### src/rtl/instr_fetch_unit.sv
// instr_fetch_unit: fetches a variable-length instruction (opcode plus
// operand bytes) from byte-wide program memory, packs it MSB-first into one
// wide word and offers it to the decoder over a start/ready handshake.
// A jump redirect overrides everything except reset.
module instr_fetch_unit #(
    parameter int BYTE       = 8,
    parameter int MAX_BYTES  = 4,
    parameter int ADDR_WIDTH = 8,
    parameter int LEN_BITS   = 2
) (
    input  logic                           clk,
    input  logic                           reset,
    input  logic                           enable,
    input  logic                           jump_valid,
    input  logic [ADDR_WIDTH-1:0]          jump_addr,
    output logic [ADDR_WIDTH-1:0]          pointer_for_memory,
    output logic                           read_en_for_memory,
    input  logic [BYTE-1:0]                data_from_memory,
    output logic                           start_for_decoder,
    input  logic                           ready_from_decoder,
    output logic [MAX_BYTES*BYTE-1:0]      data_for_decoder,
    output logic [$clog2(MAX_BYTES):0]     length_for_decoder,
    output logic                           len_error
);

    // Byte-slot index width and the largest legal operand count.
    localparam int KW    = $clog2(MAX_BYTES);
    localparam int LW    = KW + 1;
    localparam int MAX_N = MAX_BYTES - 1;

    typedef enum logic [1:0] {
        IDLE,
        ISSUE,
        CAPTURE,
        SEND
    } state_t;

    state_t                  state;
    logic [ADDR_WIDTH-1:0]   pc;
    logic [KW-1:0]           k;        // slot being fetched, 0 = opcode
    logic [KW-1:0]           n_q;      // operand count of the current instruction
    logic [LEN_BITS-1:0]     opcode_len;
    logic [KW-1:0]           n_eff;    // operand count valid in this CAPTURE cycle
    logic                    clamp_now;

    // The address register doubles as the memory pointer output.
    assign pointer_for_memory = pc;
    assign opcode_len         = data_from_memory[LEN_BITS-1:0];

    // Operand count: taken from the opcode on slot 0, held afterwards; an
    // out-of-range length field is clamped to the widest instruction.
    always_comb begin
        // NOTE: every combinational output gets a default first so no path
        // leaves it unassigned, which would otherwise infer a latch.
        clamp_now = 1'b0;
        n_eff     = n_q;
        if (k == '0) begin
            if (32'(opcode_len) > 32'(MAX_N)) begin
                clamp_now = 1'b1;
                n_eff     = KW'(MAX_N);
            end else begin
                n_eff     = KW'(opcode_len);
            end
        end
    end

    // Fetch sequencer with registered memory and decoder outputs.
    // NOTE: reset is asynchronous, so it clears every register (and drops
    // start_for_decoder) as soon as it is asserted, without a clock edge.
    always_ff @(posedge clk or posedge reset) begin
        if (reset) begin
            state              <= IDLE;
            pc                 <= '0;
            k                  <= '0;
            n_q                <= '0;
            read_en_for_memory <= 1'b0;
            start_for_decoder  <= 1'b0;
            data_for_decoder   <= '0;
            length_for_decoder <= '0;
            len_error          <= 1'b0;
        end else if (jump_valid) begin
            // NOTE: all sequential state uses non-blocking assignments so
            // every register sees the pre-edge values of the others.
            // A redirect discards any partial or pending word, including one
            // the decoder is accepting in this very cycle.
            pc                <= jump_addr;
            k                 <= '0;
            data_for_decoder  <= '0;
            start_for_decoder <= 1'b0;
            if (enable) begin
                state              <= ISSUE;
                read_en_for_memory <= 1'b1;
            end else begin
                state              <= IDLE;
                read_en_for_memory <= 1'b0;
            end
        end else begin
            case (state)
                IDLE: begin
                    if (enable) begin
                        state              <= ISSUE;
                        read_en_for_memory <= 1'b1;
                    end
                end
                ISSUE: begin
                    read_en_for_memory <= 1'b0;
                    state              <= CAPTURE;
                end
                CAPTURE: begin
                    data_for_decoder[(MAX_N - int'(k)) * BYTE +: BYTE] <= data_from_memory;
                    pc  <= pc + ADDR_WIDTH'(1);
                    n_q <= n_eff;
                    if (clamp_now) begin
                        len_error <= 1'b1;
                    end
                    if (k < n_eff) begin
                        k                  <= k + KW'(1);
                        state              <= ISSUE;
                        read_en_for_memory <= 1'b1;
                    end else begin
                        state              <= SEND;
                        start_for_decoder  <= 1'b1;
                        length_for_decoder <= LW'(n_eff) + LW'(1);
                    end
                end
                SEND: begin
                    if (ready_from_decoder) begin
                        start_for_decoder <= 1'b0;
                        k                 <= '0;
                        data_for_decoder  <= '0;
                        if (enable) begin
                            state              <= ISSUE;
                            read_en_for_memory <= 1'b1;
                        end else begin
                            state <= IDLE;
                        end
                    end
                end
                default: begin
                    state <= IDLE;
                end
            endcase
        end
    end

endmodule

### config.mk
export PLATFORM = sky130hd
export DESIGN_NAME = instr_fetch_unit
export DESIGN_NICKNAME = d
export VERILOG_FILES = /design/src/rtl/instr_fetch_unit.sv
export SDC_FILE = /design/constraint.sdc
export NUM_CORES = 1
export LEC_CHECK = 0
export BUFFER_PORTS_ARGS = -buffer_cell sky130_fd_sc_hd__buf_2
export CORE_UTILIZATION = 50
export DETAILED_ROUTE_END_ITERATION = 7
export GPL_ROUTABILITY_DRIVEN = 0
export GPL_TIMING_DRIVEN = 0
export PLACE_DENSITY = 0.87
export REMOVE_ABC_BUFFERS = 1
export SETUP_SLACK_MARGIN = 0.1
export SLEW_MARGIN = 20
export SYNTH_ARGS = -nofsm -noshare
export SYNTH_HDL_FRONTEND = slang
export SYNTH_SLANG_ARGS = --single-unit
### constraint.sdc
create_clock -name clk -period 2.45 [get_ports clk]
set_clock_uncertainty 0.05 [all_clocks]
set_input_delay 0.1225 -clock clk [delete_from_list [all_inputs] [get_ports clk]]
set_output_delay 0.1225 -clock clk [all_outputs]
set_load 0.02 [all_outputs]
==> metrics, run 1 <==
detailed-route DRC error count 0; post-route setup slack 220 ps; post-detailed-route via-to-cell ratio 5.32; clock period minus final worst setup slack 2230 ps; pwr dens 896 mW/mm2; maximum root-to-sink buffer count 2; TritonCTS clock tree done; number of port buffers between 60 and 70; sequential share of power 39.6%; # H-tree levels 2; die area ~0.0053 mm2; cell leakage power 1.56 nW; simple-gate portion of the synthesized area 14.5%; critical setup path kind flop to flop; worst-case vdd ir drop between 0.5 and 0.6 mV; portion of synthesized cell area occupied by the leading cell type 51.1%; total of flip-flops plus latches after synthesis ~50; distinct cell type count after synthesis just over 40; Detailed Routing Iterations Pass 1 4; number of setup violations in the final report 0; sequential area share after synthesis 51.1%; WP data arrival between 2000 and 2500 ps; clock-pin slew on the worst setup and hold paths around 90 ps; most used standard cells in the synthesized netlist sky130_fd_sc_hd__dfrtp_1 (51), sky130_fd_sc_hd__nand2_1 (45), sky130_fd_sc_hd__o21ai_0 (29), sky130_fd_sc_hd__a22o_1 (16), sky130_fd_sc_hd__ha_1 (13); required time at the worst-slack endpoint roughly 2600 ps; insertion delay of the later-clocked pin in the worst-skew pair 300 ps; via count 2,028; worst max-slew margin expressed relative to the limit approximately 56%; pins over their slew limit 0; initial core utilization 52.5%; Compound-Gate Fraction of Synth Area 17.9%; area overhead of the layout relative to synthesis 25.7%; Final Hold Slack about 40 ps; initial antenna violation count 0; Crit path top cell by count sky130_fd_sc_hd__ha_2; io pins between 60 and 70; number of enable-type register cells in the synthesized netlist 0; synthesized instance count between 200 and 250; wire length of the first global-routing pass 8800 um; post-route cell area around 0.0031 mm2; portion of netlist area occupied by mux cells 3.76%; Final Net Count roughly 350; Total Routed Length 5400 um; chip height 72.7 um; final instance count without filler cells 381; summed instance area of the synthesized netlist between 0.002 and 0.0025 mm2; Worst path top cell family by delay multiplexers; XOR/XNOR share of the synthesized area 2.46%; Switching Share 36.0%; final HPWL from detailed placement 3780 um; Adder-Cell Fraction of Synth Area 6.52%; dominant combinational cell family by area after synthesis compound AO/OA/AOI/OAI gates; synthesized area per cell 10.5 um2; Overall Power 2.81 mW; placed cell count 361; count leader, synth sky130_fd_sc_hd__dfrtp_1; horizontal die dimension 72.7 um; ranking of synthesized cells by area sky130_fd_sc_hd__dfrtp_1 (51%), sky130_fd_sc_hd__nand2_1 (6.8%), sky130_fd_sc_hd__ha_1 (6.5%); Total Neg Setup Slack 0 ps; pin count of the biggest net entering global routing 32; GRT Overall Usage a little over a fifth; synth warn 0; num rows 25; power spent charging and discharging nets roughly 1.0 mW; power share of the clock group 24.3%; root buf cell sky130_fd_sc_hd__clkbuf_8; TritonCTS Sinks ~50; cell type with the largest total area after synthesis sky130_fd_sc_hd__dfrtp_1; master of the slowest instance on the critical path sky130_fd_sc_hd__dfrtp_2; vias in the first global route 1,951; post-synthesis async set-or-reset flop share 100%; outcome complete, no violations; initial drt markers 111; standard cell core area 0.00475 mm2; delay contributed by the slowest stage of the critical path 460 ps; CP startpoint kind flop; Buf+Inv Stages, Crit Path 1; Final ANT Viol Nets 0; Max Freq 448 MHz; Inserted Clock Buffers 5; unrepaired setup endpoints after global routing yes; post-route fraction of the period consumed by the critical path 91.0%; dpl ws -16.4 ps; class of the tightest hold or removal check input port to flop; share of post-route cells with drive strength above 1 32.8%; number of diodes 0; critical-path cell list inv_2, ha_2, mux2i_2, ha_2, nor2_1, a211oi_4, mux2_2; number of hold-slack violations in the final timing report 0; critical path peak fanout 7; Int Power 1.80 mW; Main synth FF type sky130_fd_sc_hd__dfrtp_1; average routed wire per standard cell between 10 and 15 um; slew at the pin closest to its max-slew limit between 600 and 700 ps; Worst Setup End Kind flop; count of max-cap constraint violations 0; Placement Cell Area 0.00287 mm2; final core utilization 66.0%; Congestion Overflow GR 0; combinational cell fraction of total power 36.1%
==> metal layers <==
metal,vias up,track usage [%],routed length [um]
met1,979,27.9,2350
met2,65,36.9,2700
met3,9,4.70,255
li1,975,-,-
met5,-,0,0
met4,0,6.75,90
==> final timing paths <==
kind | startpoint | end | slack [ps] | depth (start not counted)
max | k[0] | length_for_decoder[2] | 220 | 7
min | data_from_memory[6] | data_for_decoder[30] | 40 | 3
max reg2reg | k[0] | length_for_decoder[2] | 220 | 7
min reg2reg | data_for_decoder[30] | data_for_decoder[30] | 430 | 2
max in group asynchronous | reset | data_for_decoder[9] | 1490 | 4
min in group asynchronous | reset | pointer_for_memory[4] | 350 | 3
==> final cells by class <==
type                            instances  area (um2)
Clock buffer                            5        68.8
Clock inverter                          3        67.6
Fill cell                             401        1620
Inverter                                8        30.0
Multi-Input combinational cell        169        1150
Sequential cell                        51        1280
Tap cell                               67        83.8
Timing Repair Buffer                   78         458
==> cell usage in the layout (no fill, tap or decap), types with 2 or more instances in the layout <==
master,netlist,layout
sky130_fd_sc_hd__a211oi_4,2,2
sky130_fd_sc_hd__a21o_1,3,3
sky130_fd_sc_hd__a21oi_1,6,6
sky130_fd_sc_hd__a22o_1,16,16
sky130_fd_sc_hd__and3_1,2,2
sky130_fd_sc_hd__buf_2,4,65
sky130_fd_sc_hd__buf_4,1,3
sky130_fd_sc_hd__bufinv_16,0,2
sky130_fd_sc_hd__clkbuf_8,0,5
sky130_fd_sc_hd__dfrtp_1,51,49
sky130_fd_sc_hd__dfrtp_2,0,2
sky130_fd_sc_hd__dlygate4sd3_1,0,9
sky130_fd_sc_hd__ha_1,13,10
sky130_fd_sc_hd__ha_2,0,3
sky130_fd_sc_hd__inv_1,7,4
sky130_fd_sc_hd__inv_2,1,4
sky130_fd_sc_hd__mux2_2,4,4
sky130_fd_sc_hd__mux2i_2,1,2
sky130_fd_sc_hd__nand2_1,45,45
sky130_fd_sc_hd__nand2b_1,3,3
sky130_fd_sc_hd__nand3_1,2,2
sky130_fd_sc_hd__nand4_1,5,5
sky130_fd_sc_hd__nor2_1,10,9
sky130_fd_sc_hd__nor2_2,2,3
sky130_fd_sc_hd__o21ai_0,29,29
sky130_fd_sc_hd__o31ai_1,2,2
sky130_fd_sc_hd__xnor2_1,3,3
sky130_fd_sc_hd__xor2_1,4,4
==> what timing repair did <==
item,in CTS,in global routing
setup endpoints to repair,14,14
hold endpoints to repair,28,0
pin swaps,1,3
setup buffers,1,2
hold buffers,9,0
resized for setup,3,7
==> cells by family (layout without fill, tap and decap cells) <==
| kind of cell | Yosys count | in the layout |
|---|---|---|
| simple gates | 76 | 76 |
| compound gates | 64 | 64 |
| flops | 51 | 51 |
| buf+inv | 17 | 94 |
| fa+ha+maj | 13 | 13 |
| mux | 8 | 8 |
| xor+xnor | 7 | 7 |
| other cells | 1 | 1 |
==> flip-flops by register name, summed over array words and instances, names as in the netlist <==
register            cells
pointer_for_memory      8
data_for_decoder       32
read_en_for_memory      1
state                   2
length_for_decoder      3
start_for_decoder       1
k                       2
n_q                     2
==> worst register-to-register path: stages, from the launching register on <==
cell,delay [ps]
sky130_fd_sc_hd__dfrtp_2,460
sky130_fd_sc_hd__inv_2,90
sky130_fd_sc_hd__ha_2,210
sky130_fd_sc_hd__mux2i_2,250
sky130_fd_sc_hd__ha_2,240
sky130_fd_sc_hd__nor2_1,80
sky130_fd_sc_hd__a211oi_4,350
sky130_fd_sc_hd__mux2_2,380
==> power groups by stage <==
stage / clock network (mW) / registers, mW / logic [mW]
6_report: 0.683 / 1.11 / 1.02
2_1_floorplan: 0 / 1.24 / 0.551
3_3_place_gp: 0 / 1.12 / 0.896
4_1_cts: 0.696 / 1.11 / 0.962
3_5_place_dp: 0 / 1.13 / 0.937
5_1_grt: 0.727 / 1.14 / 1.13
No activity file was read; power rests on OpenSTA's default activity.
==> run 2: changes to the inputs <==
- PLACE_DENSITY: 0.87 -> 0.76
==> run 2 against run 1 <==
  * First-iteration DRC count increased by 12%
  * Wire length decreased by 0.35%
  * Non-clock buffer count grew 2
  * Sequential power about the same
  * Register-to-register slack got worse by 30 ps
  * Count of clock-buffer cells in the layout stayed put
  * Final cell count increased by 0.26%
  * Utilization hardly changed
  * Critical path type unchanged
  * Sequential share of layout area hardly changed
  * Power shrank 2.4%
  * Critical path depth grew 2
  * Fmax is 1.5% lower
==> metrics, run 2 (synthesized netlist as in run 1, its figures left out) <==
outcome complete, no violations (unchanged); slew at the pin closest to its max-slew limit 629 ps (was 658 ps); cell leakage power 1.57 nW (was 1.56 nW); horizontal die dimension 72.7 um (unchanged); Switching Share 37.2% (was 36.0%); final instance count without filler cells 382 (was 381); Congestion Overflow GR 0 (unchanged); post-route fraction of the period consumed by the critical path 92.4% (was 91.0%); Int Power 1.72 mW (was 1.80 mW); combinational cell fraction of total power 38.8% (was 36.1%); Worst Setup End Kind flop (unchanged); area overhead of the layout relative to synthesis 25.8% (was 25.7%); initial antenna violation count 0 (unchanged); worst reg-to-reg setup slack 190 ps (was 220 ps); Final Hold Slack 10.5 ps (was 40.0 ps); detailed-route DRC error count 0 (unchanged); CP startpoint k[0] (unchanged); GRT Overall Usage 21.7% (about the same); number of diodes 0 (unchanged); die area 0.00528 mm2 (unchanged); share of post-route cells with drive strength above 1 33.0% (was 32.8%); maximum root-to-sink buffer count 2 (unchanged); critical setup path kind flop to flop (unchanged); Most flops, register data_for_decoder (unchanged); pin count of the biggest net entering global routing 31 (was 32); depth of the worst register-to-register path 9 (was 7); cell depth of the worst hold path 3 (unchanged); WP data arrival 2400 ps (was 2370 ps); number of setup violations in the final report 0 (unchanged); Detailed Routing Iterations Pass 1 4 (unchanged); Total Neg Setup Slack 0 ps (unchanged); Final ANT Viol Nets 0 (unchanged); chip height 72.7 um (unchanged); max FFs per register 32 (unchanged); vias in the first global route 1,892 (was 1,951); clock-pin slew on the worst setup and hold paths 90 ps (about the same); unrepaired setup endpoints after global routing no (was yes); io pins 67 (unchanged); most common cell after layout, fill and taps aside sky130_fd_sc_hd__buf_2 (unchanged); Max Freq 442 MHz (was 448 MHz); dpl ws -46.8 ps (was -16.4 ps); wire length of the first global-routing pass 8800 um (unchanged); root buf cell sky130_fd_sc_hd__clkbuf_8 (unchanged); CP startpoint kind flop (unchanged); sequential share of power 40.5% (was 39.6%); Inserted Clock Buffers 5 (unchanged); class of the tightest hold or removal check input port to flop (unchanged); number of port buffers 65 (unchanged); end of the worst register-to-register path k[1] (was length_for_decoder[2]); post-detailed-route via-to-cell ratio 5.24 (was 5.32); pwr dens 875 mW/mm2 (was 896 mW/mm2); TritonCTS clock tree done (unchanged); critical path peak fanout 5 (was 7); power share of the clock group 20.7% (was 24.3%); required time at the worst-slack endpoint 2590 ps (about the same); # H-tree levels 2 (unchanged); via count 2,002 (was 2,028); initial core utilization 52.5% (unchanged); worst-case vdd ir drop 0.487 mV (was 0.599 mV); Total Routed Length 5380 um (was 5400 um); worst max-slew margin expressed relative to the limit 58.1% (was 56.1%); clock period minus final worst setup slack 2260 ps (was 2230 ps); post-route setup slack 187 ps (was 220 ps); number of hold-slack violations in the final timing report 0 (unchanged); initial drt markers 124 (was 111); final HPWL from detailed placement 3760 um (was 3780 um); pins over their slew limit 0 (unchanged); insertion delay of the later-clocked pin in the worst-skew pair 300 ps (about the same); critical path capture point k[1] (was length_for_decoder[2]); Final Net Count 349 (was 347); placed cell count 361 (unchanged); average routed wire per standard cell 14.1 um (was 14.2 um); num rows 25 (unchanged); TritonCTS Sinks 51 (unchanged); critical register-to-register path startpoint k[0] (unchanged); leading cell types in the layout, fill and taps excluded sky130_fd_sc_hd__buf_2 (65), sky130_fd_sc_hd__dfrtp_1 (49), sky130_fd_sc_hd__nand2_1 (45) (unchanged); power spent charging and discharging nets 1.02 mW (was 1.01 mW); standard cell core area 0.00475 mm2 (unchanged); count of max-cap constraint violations 0 (unchanged); final core utilization 66.0% (about the same)
## run 2: worst min path at each step
stage                       startpoint               endpoint  slack (ps)
after CTS                 jump_addr[3]  pointer_for_memory[3]           6
after floorplan             jump_valid      start_for_decoder         140
final                     jump_addr[3]  pointer_for_memory[3]          10
after detailed placement         reset  pointer_for_memory[4]         120
after global placement    jump_addr[1]  pointer_for_memory[1]         280
after global routing      jump_addr[3]  pointer_for_memory[3]          30
## run 2: final cells by class
cell class | count | area (um2)
Clock inverter | 2 | 37.5
Inverter | 8 | 30.0
Tap cell | 67 | 83.8
Multi-Input combinational cell | 169 | 1170
Timing Repair Buffer | 80 | 470
Sequential cell | 51 | 1280
Clock buffer | 5 | 68.8
Fill cell | 407 | 1620
## run 2: worst max-delay path, stage by stage (launching register included)
cell	delay, ps
sky130_fd_sc_hd__dfrtp_2	450
sky130_fd_sc_hd__inv_1	150
sky130_fd_sc_hd__ha_4	190
sky130_fd_sc_hd__mux2i_4	240
sky130_fd_sc_hd__ha_2	310
sky130_fd_sc_hd__nor2_2	160
sky130_fd_sc_hd__a211oi_4	60
sky130_fd_sc_hd__buf_4	150
sky130_fd_sc_hd__nor2_2	90
sky130_fd_sc_hd__mux2_4	300
## run 2: power by group through the flow
| stage | combinational [mW] | clock [mW] | sequential (mW) |
|---|---|---|---|
| floorplan | 0.551 | 0 | 1.24 |
| global placement | 0.904 | 0 | 1.12 |
| detailed placement | 0.937 | 0 | 1.13 |
| CTS | 0.981 | 0.578 | 1.12 |
| global route | 1.18 | 0.610 | 1.13 |
| finish | 1.06 | 0.569 | 1.11 |
## run 2: per-stage QoR
stage | power [mW] | area, um2
after floorplan | 1.79 | 2440
after global placement | 2.02 | 2850
after detailed placement | 2.07 | 2870
after CTS | 2.68 | 3090
after global routing | 2.92 | 3140
final | 2.75 | 3140
## run 2: what timing repair did
| item | in CTS | in global routing |
|---|---|---|
| buffers inserted | 3 | 3 |
| setup endpoints to repair | 13 | 13 |
| resized for setup | 6 | 5 |
| pin swaps | 1 | 1 |
| endpoints found under the hold margin | 28 | 0 |
| hold buffers | 8 | 0 |
## run 2: per-layer routing
metal / global-route usage, % / routed length [um] / vias to the layer above
li1: - / - / 973
met1: 28.2 / 2400 / 960
met2: 37.1 / 2670 / 62
met3: 4.14 / 246 / 7
met4: 6.54 / 60 / 0
met5: 0 / 0 / -
